`src/rtl/wb_burst_master.sv`:
```
// wb_burst_master
//
// Wishbone classic burst master. A burst request (start address, beats-1)
// is taken over a valid/ready command port. The master then issues one
// Wishbone beat per address with an incrementing address. It waits for ACK
// on each beat, and it can insert a fixed number of idle cycles between
// beats. If a beat receives no ACK for TIMEOUT cycles, the cycle is
// aborted and err pulses.
//
// Parameters
//   ADDR_W      width of ADR / req_addr
//   LEN_W       width of req_len (burst = req_len+1 beats)
//   ADDR_INC    address increment per beat (wraps modulo 2^ADDR_W)
//   GAP_CYCLES  idle cycles (CYC=1, STB=0) between beats of a burst (0..15)
//   TIMEOUT     max STB cycles without ACK before the cycle is aborted (>=1)
//
// Ports
//   CLK, RST             clock; asynchronous active-high reset
//   req_valid/req_ready  burst command handshake
//   req_addr, req_len    burst start address and beat count minus one
//   CYC, STB, ADR, ACK   Wishbone master signals
//   done                 one-cycle pulse: burst finished normally
//   err                  one-cycle pulse: burst aborted on ACK timeout
//   beats_done           beats acknowledged in the current/last burst

module wb_burst_master #(
  parameter int ADDR_W     = 32,
  parameter int LEN_W      = 8,
  parameter int ADDR_INC   = 4,
  parameter int GAP_CYCLES = 0,
  parameter int TIMEOUT    = 16
) (
  input  logic              CLK,
  input  logic              RST,
  input  logic              req_valid,
  output logic              req_ready,
  input  logic [ADDR_W-1:0] req_addr,
  input  logic [LEN_W-1:0]  req_len,
  output logic              CYC,
  output logic              STB,
  output logic [ADDR_W-1:0] ADR,
  input  logic              ACK,
  output logic              done,
  output logic              err,
  output logic [LEN_W:0]    beats_done
);

  // The wait counter holds the number of STB cycles already spent without
  // ACK on the current beat, so it only needs to reach TIMEOUT-1.
  localparam int WAIT_W = (TIMEOUT > 1) ? $clog2(TIMEOUT) : 1;
  localparam logic [WAIT_W-1:0] WAIT_LAST = WAIT_W'(TIMEOUT - 1);
  localparam logic [3:0]        GAP_LAST  = (GAP_CYCLES > 0) ? 4'(GAP_CYCLES - 1) : 4'd0;
  localparam logic [ADDR_W-1:0] INC       = ADDR_W'(ADDR_INC);
  localparam logic [LEN_W:0]    BEAT_ONE  = (LEN_W+1)'(1);
  localparam logic [LEN_W-1:0]  LEN_ONE   = LEN_W'(1);

  typedef enum logic [1:0] {
    ST_IDLE   = 2'd0,
    ST_STROBE = 2'd1,
    ST_GAP    = 2'd2,
    ST_END    = 2'd3
  } state_t;

  state_t              state_reg,  state_next;
  logic [ADDR_W-1:0]   addr_reg,   addr_next;
  logic [LEN_W-1:0]    remain_reg, remain_next;  // beats left after the current one
  logic [LEN_W:0]      beats_reg,  beats_next;
  logic [WAIT_W-1:0]   wait_reg,   wait_next;
  logic [3:0]          gap_reg,    gap_next;
  logic                err_reg,    err_next;
  logic                accept;

  // Ready is forced low while reset is held, so nothing is accepted in the
  // same cycle the master is coming out of reset.
  assign req_ready = ((state_reg == ST_IDLE) || (state_reg == ST_END)) && !RST;
  assign accept    = req_valid && req_ready;

  always_ff @(posedge CLK or posedge RST) begin
    if (RST) begin
      state_reg  <= ST_IDLE;
      addr_reg   <= '0;
      remain_reg <= '0;
      beats_reg  <= '0;
      wait_reg   <= '0;
      gap_reg    <= '0;
      err_reg    <= 1'b0;
    end else begin
      state_reg  <= state_next;
      addr_reg   <= addr_next;
      remain_reg <= remain_next;
      beats_reg  <= beats_next;
      wait_reg   <= wait_next;
      gap_reg    <= gap_next;
      err_reg    <= err_next;
    end
  end

  always_comb begin
    state_next  = state_reg;
    addr_next   = addr_reg;
    remain_next = remain_reg;
    beats_next  = beats_reg;
    wait_next   = wait_reg;
    gap_next    = gap_reg;
    err_next    = 1'b0;

    case (state_reg)
      // END behaves like IDLE for the command port. This allows a new burst
      // to start right after the done cycle, with only one cycle of CYC low.
      ST_IDLE, ST_END: begin
        if (accept) begin
          addr_next   = req_addr;
          remain_next = req_len;
          beats_next  = '0;
          wait_next   = '0;
          state_next  = ST_STROBE;
        end else begin
          state_next  = ST_IDLE;
        end
      end

      ST_STROBE: begin
        // ACK is checked first, so an ACK in the expiry cycle still
        // completes the beat.
        if (ACK) begin
          beats_next = beats_reg + BEAT_ONE;
          wait_next  = '0;
          if (remain_reg == '0) begin
            state_next = ST_END;
          end else begin
            remain_next = remain_reg - LEN_ONE;
            addr_next   = addr_reg + INC;
            if (GAP_CYCLES > 0) begin
              gap_next   = '0;
              state_next = ST_GAP;
            end
          end
        end else if (wait_reg == WAIT_LAST) begin
          err_next   = 1'b1;
          state_next = ST_IDLE;
        end else begin
          wait_next = wait_reg + 1'b1;
        end
      end

      ST_GAP: begin
        // ACK is ignored here. CYC stays high, so the bus cycle is kept.
        if (gap_reg == GAP_LAST) begin
          wait_next  = '0;
          state_next = ST_STROBE;
        end else begin
          gap_next = gap_reg + 1'b1;
        end
      end

      default: state_next = ST_IDLE;
    endcase
  end

  // All bus outputs are decoded from registers. This means no ACK-to-output
  // combinational path exists, and reset clears them immediately.
  assign CYC        = (state_reg == ST_STROBE) || (state_reg == ST_GAP);
  assign STB        = (state_reg == ST_STROBE);
  assign ADR        = addr_reg;
  assign done       = (state_reg == ST_END);
  assign err        = err_reg;
  assign beats_done = beats_reg;

endmodule

```
`config.mk`:
```
export PLATFORM = sky130hd
export DESIGN_NAME = wb_burst_master
export DESIGN_NICKNAME = d
export VERILOG_FILES = /design/src/rtl/wb_burst_master.sv
export SDC_FILE = /design/constraint.sdc
export NUM_CORES = 1
export LEC_CHECK = 0
export CAP_MARGIN = 20
export CORE_ASPECT_RATIO = 0.8
export CORE_MARGIN = 5
export CORE_UTILIZATION = 42
export CTS_CLUSTER_DIAMETER = 60
export DETAILED_ROUTE_END_ITERATION = 12
export PLACE_DENSITY = 0.84
export SETUP_SLACK_MARGIN = 0.4
export SYNTH_ARGS = -nofsm -noshare
export SYNTH_HDL_FRONTEND = slang
export SYNTH_SLANG_ARGS = --single-unit
```
`constraint.sdc`:
```
create_clock -name CLK -period 2.2 [get_ports CLK]
set_clock_uncertainty 0.2 [all_clocks]
set_input_delay 0.44 -clock CLK [delete_from_list [all_inputs] [get_ports CLK]]
set_output_delay 0.44 -clock CLK [all_outputs]
set_load 0.05 [all_outputs]
```
## After elaboration in Yosys (flattened, before gate mapping)

Cells that the tools add are included.
W data, S select, Z words.

| word-level totals | value |
|---|---|
| logic and storage cells | 64 |
| flip-flop bits (word level) | 60 |
| latch bits | 0 |
| memory bits (read-only) | 0 |
| output and inout port bits | 46 |
| memories | 0 |
| bits in writable memories | 0 |
| bits of input ports | 44 |

| cells by class | value |
|---|---|
| add/subtract/negate cells | 5 |
| muxes and demuxes | 25 |
| shift operators | 0 |
| reductions and logical operators | 15 |
| equal/unequal tests | 11 |
| bitwise operators | 1 |
| divide/modulo/power cells | 0 |
| magnitude comparators | 0 |
| multiply operators | 0 |

Operator list:

| operator | number |
|---|---|
| $mux W32 | 3 |
| $pmux W32 S2 | 1 |
| $add A32 B3 Y32 const B | 1 |
| $mux W8 | 3 |
| $mux W9 | 2 |
| $pmux W9 S2 | 1 |
| $mux W4 | 4 |
| $pmux W8 S2 | 1 |
| $pmux W4 S3 | 1 |
| $add A9 B1 Y9 const B | 1 |
| $reduce_and A3 Y1 | 3 |
| $add A4 B1 Y4 const B | 2 |
| $logic_not A8 Y1 | 1 |
| $mux W2 | 4 |
| $sub A8 B1 Y8 const B | 1 |
| $ne A2 B2 Y1 const B | 3 |
| $pmux W2 S3 | 1 |
| $eq A2 B2 Y1 const B | 2 |
| $eq A4 B4 Y1 const B | 1 |
| $logic_not A4 Y1 | 1 |
| $mux W1 | 4 |
| $reduce_and A4 Y1 | 1 |
| $ne A3 B1 Y1 const B | 1 |
| $ne A3 B2 Y1 const B | 1 |
| other kinds (11) | 13 |

## Logic depth before layout (Yosys ltp)

| logic depth | value |
|---|---|
| word-level depth | 6 |
| gate-level depth with buffers | 9 |
| mapped depth without buffers | 7 |

## Worst setup path after synthesis

Ideal clock, no wire load.

| timing | value |
|---|---|
| path kind | reg-to-output |
| from | register state_reg[1] |
| to | output port req_ready |
| cell stages (with the launch flop) | 5 |
| data arrival time | 1.953 ns |
| buffers on the path | 1 |
| data required time | 1.560 ns |
| path slack | -0.393 ns |
| path through | dfrtp_1 > ha_1 > clkbuf_1 > inv_1 > nor2_1 |

| between the ends | value |
|---|---|
| longest elaborated chain between the ends | 3 |
| elaborated cells between the ends (all ways) | 4 |
| classes of those cells | eq/ne: 1; reduce/logical: 3 |

RTL lines:

| element | line | text |
|---|---|---|
| start: declaration | 64 | `state_t state_reg, state_next;` |
| start signal: assignment | 88 | `state_reg <= state_next;` |
| $eq A2 B2 Y1 / $logic_not A2 Y1 (equally long branches) | 75 | `assign req_ready = ((state_reg == ST_IDLE) \|\| (state_reg == ST_END)) && !RST;` |
| $logic_or A1 B1 Y1 (*) | 75 |  |
| $logic_and A1 B1 Y1 (*) | 75 |  |
| end: declaration | 36 | `output logic req_ready,` |

Mark *: on every way between the ends. The rest lies on a longest branch, timed or not.

## Worst setup path after layout

| timing | value |
|---|---|
| from | register state_reg[0] |
| to | register addr_reg[14] (netlist: ADR[14]) |

| between the ends | value |
|---|---|
| longest elaborated chain between the ends | 6 |
| elaborated cells between the ends (all ways) | 13 |
| classes of those cells | eq/ne: 5; mux: 1; reduce/logical: 7 |

RTL lines:

| element | line | text |
|---|---|---|
| $eq A2 B2 Y1 / $logic_not A2 Y1 (equally long branches) | 75, 107 |  |
| $logic_or A1 B1 Y1 | 75 |  |
| $logic_and A1 B1 Y1 | 75 |  |
| $logic_and A1 B1 Y1 | 76 | `assign accept = req_valid && req_ready;` |
| $ne A2 B2 Y1 (no line) | - |  |
| $reduce_and A4 Y1 (no line) | - |  |
| end signal: assignment | 89 | `addr_reg <= addr_next;` |
| end: declaration | 65 | `logic [ADDR_W-1:0] addr_reg, addr_next;` |

Parallel ways exist; a longest one is shown, timed or not.
A chain may end at the register's enable or synchronous reset.

==> flow_metrics.env <==
export IMPL_status="complete, but fails checks"
export IMPL_violations="negative setup slack"
export IMPL_synth_area_leaders="dfrtp_1 (42%), a21oi_1 (5.7%), o21ai_0 (4.2%)"
export IMPL_yosysTopAreaCellShare_pct=42.0
export IMPL_grt_first_pass_wirelength_mm=18.4
export IMPL_fp_dieArea_um2=10500
export IMPL_clkTransAtPathRegs_ns=0.08
export IMPL_period_share_pct=102
export IMPL_ant_nets=0
export IMPL_multi_input_area_um2=2300
export IMPL_synthFlopType="dfrtp_1"
export IMPL_rsz0062_at_grt="yes"
export IMPL_clockBufferDepth=2
export IMPL_largest_register_ffs=32
export IMPL_drtIter0Drc=537
export IMPL_seq_area_um2=1530
export IMPL_yosys_warnings=0
export IMPL_ys_ff_latch=60
export IMPL_coreArea_um2=8370
export IMPL_die_h_um=92.5
export IMPL_wl_per_cell_um=20.1
export IMPL_grt_max_degree=55
export IMPL_grt_total_usage_pct=21.4
export IMPL_slew_viol_final=0
export IMPL_io_pin_count=90
export IMPL_insertion_delay_ns=0.35
export IMPL_postSynthNetCount=460
export IMPL_max_clock_freq_mhz=444
export IMPL_worstPathCellList="inv_2 -> ha_4 -> buf_4 -> buf_6 -> a21boi_4 -> a21boi_4 -> clkbuf_16 -> a21oi_1 -> o2bb2a_2"
export IMPL_diodes=0
export IMPL_cp_common_cell="a21boi_4"
export IMPL_worstMarginPinSlew_ns=0.495
export IMPL_dr_pass1_iters=5
export IMPL_place_gp_congestion=0.932
export IMPL_powerDensity_nw_per_um2=1450
export IMPL_grt_ovfl_total=0
export IMPL_avgSynthCellArea_um2=8.80
export IMPL_synth_cell_types=60
export IMPL_p_leak_nw=2.40
export IMPL_vias_per_cell=6.25
export IMPL_netlist_area_um2=3570
export IMPL_antenna_found_initial=0
export IMPL_max_cap_violations=0
export IMPL_tns_ns=-0.221
export IMPL_rows=30
export IMPL_cp_start_kind="flip-flop"
export IMPL_area_delta_synth_final_pct=63.0
export IMPL_first_global_vias=3777
export IMPL_vias=4189
export IMPL_synth_edf_count=0
export IMPL_async_flop_share_pct=100
export IMPL_slowest_delay_ns=0.40
export IMPL_nets=607
export IMPL_die_w_um=113
export IMPL_fin_crit_ns=2.25
export IMPL_initial_core_util_pct=42.7
export IMPL_hp_class="reg -> reg"
export IMPL_crit_buf_inv=4
export IMPL_drive_above_1_share_pct=40.0
export IMPL_h_tree_depth=3
export IMPL_syn_inst=406
export IMPL_ir_worst_vdd_uv=987
export IMPL_timing_slew_headroom_pct=66.7
export IMPL_cts_sinks=60
export IMPL_routed_wl_mm=13.5
export IMPL_cpLargestDelayFamily="compound AO/OA/AOI/OAI gates"
export IMPL_drc_errors=0
export IMPL_setup_viol=9
export IMPL_synth_top_cell_by_area="dfrtp_1"
export IMPL_path_class="reg -> reg"
export IMPL_cp_data_arrival_time_ns=2.29
export IMPL_synthTopCellsByCount="dfrtp_1 (60), a21oi_1 (41), nand2_1 (36)"
export IMPL_crit_required_ns=2.24
export IMPL_cts_tree="done"
export IMPL_hpwlAfterDp_mm=7.49
export IMPL_final_hold_viol_count=0
export IMPL_yosysSeqAreaShare_pct=42.0
export IMPL_port_buffers=89
export IMPL_crit_fanout=6
export IMPL_cts_hold_buffers=0
export IMPL_cts_root_buffer="clkbuf_8"
export IMPL_nFillCells=534
export IMPL_cpMaxStageDelayCell="dfrtp_1"
export IMPL_cts_buffers=9
export IMPL_finalWorstSetupSlack_ns=-0.0500
export IMPL_synth_most_common_cell="dfrtp_1"
export IMPL_hold_ws_ns=0.289
export IMPL_cp_end_kind="flip-flop"
-- worst reg2reg max path: cells and delay by family, from the launching register on --
family	cells	cell delay, ns
compound gates	4	0.69
flops	1	0.40
fa+ha+maj	1	0.30
buf+inv	4	0.54
-- layout by cell type (no fill, tap or decap), drive strengths merged, types with 4 or more instances in the layout --
cell           synthesis  final
clkbuf                11     13
nand4                 18     18
xor2                   6      6
dfrtp                 60     60
nor2                  23     23
nor3                  13     13
inv                   16     16
a211oi                 4      4
o22ai                 17     17
mux2i                  6      6
clkdlybuf4s50          0     43
o21ai                 32     32
nand2b                 5      5
clkdlybuf4s15          0     11
a2bb2oi                7      7
and2                   4      4
and3                   9      9
and4                   4      4
a21oi                 42     42
buf                    8     98
a21boi                 4      4
nand2                 36     36
o31ai                  4      4
ha                    10     10
nand3                 26     26
-- worst paths after layout --
| check | slack, ns | to | cells past startpoint | startpoint |
|---|---|---|---|---|
| setup / recovery | -0.05 | ADR[14] | 9 | state_reg[0] |
| hold / removal | 0.29 | gap_reg[3] | 1 | gap_reg[3] |
| setup reg to reg | -0.05 | ADR[14] | 9 | state_reg[0] |
| hold reg to reg | 0.29 | gap_reg[3] | 1 | gap_reg[3] |
| max in group asynchronous | 0.82 | ADR[17] | 4 | RST |
| min in group asynchronous | 0.59 | state_reg[1] | 4 | RST |
-- cell type report --
cell class / instances / area share [%]
Inverter: 17 / 1.29
Timing Repair Buffer: 155 / 26.5
Sequential cell: 60 / 26.3
Multi-Input combinational cell: 310 / 39.5
Clock buffer: 10 / 2.36
Tap cell: 112 / 2.41
Clock inverter: 6 / 1.61
-- repair_timing --
item	4_1_cts	5_1_grt
endpoints found under the setup margin	72	63
resized for setup	83	54
cloned	1	4
buffers inserted	13	9
pin swaps	9	14
-- layer usage --
metal / share of wire, % / global-route usage, % / vias up / wire length (um)
met5: 0 / 0 / - / 0
met4: 2.5 / 5.31 / 0 / 333
met3: 9.9 / 5.09 / 48 / 1340
met2: 49 / 36.4 / 275 / 6620
met1: 38 / 27.4 / 2038 / 5190
li1: - / - / 1828 / -
-- per-stage QoR --
step	power [mW]	cells	utilization (%)	area [um2]	setup WS, ns
after floorplan	4.83	406	-	3760	-0.00279
after global placement	6.09	627	59.0	4940	-0.0910
after detailed placement	6.21	627	59.0	4940	-0.113
after CTS	7.74	657	65.5	5490	0.0721
after global routing	8.81	670	69.6	5820	-0.0762
final	8.45	670	69.6	5820	-0.0500
-- power breakdown --
| part | total [mW] | switching, mW | internal [mW] |
|---|---|---|---|
| Combinational | 5.13 | 3.04 | 2.10 |
| Clock | 1.17 | 0.494 | 0.678 |
| Sequential | 2.15 | 0.611 | 1.53 |
-- logic make-up (layout without fill, tap and decap cells) --
kind of cell	Yosys count	in the layout	share of synthesized area [%]
AOI/OAI and AO/OA	134	134	24.0
xor gates and xnor gates	9	9	2.21
adders and majority gates	10	10	3.50
buffers and inverters	36	188	4.03
DFF	60	60	42.0
muxes	8	8	2.31
and+or+nand+nor	149	149	21.9
Power figures use the tool's default switching activity.
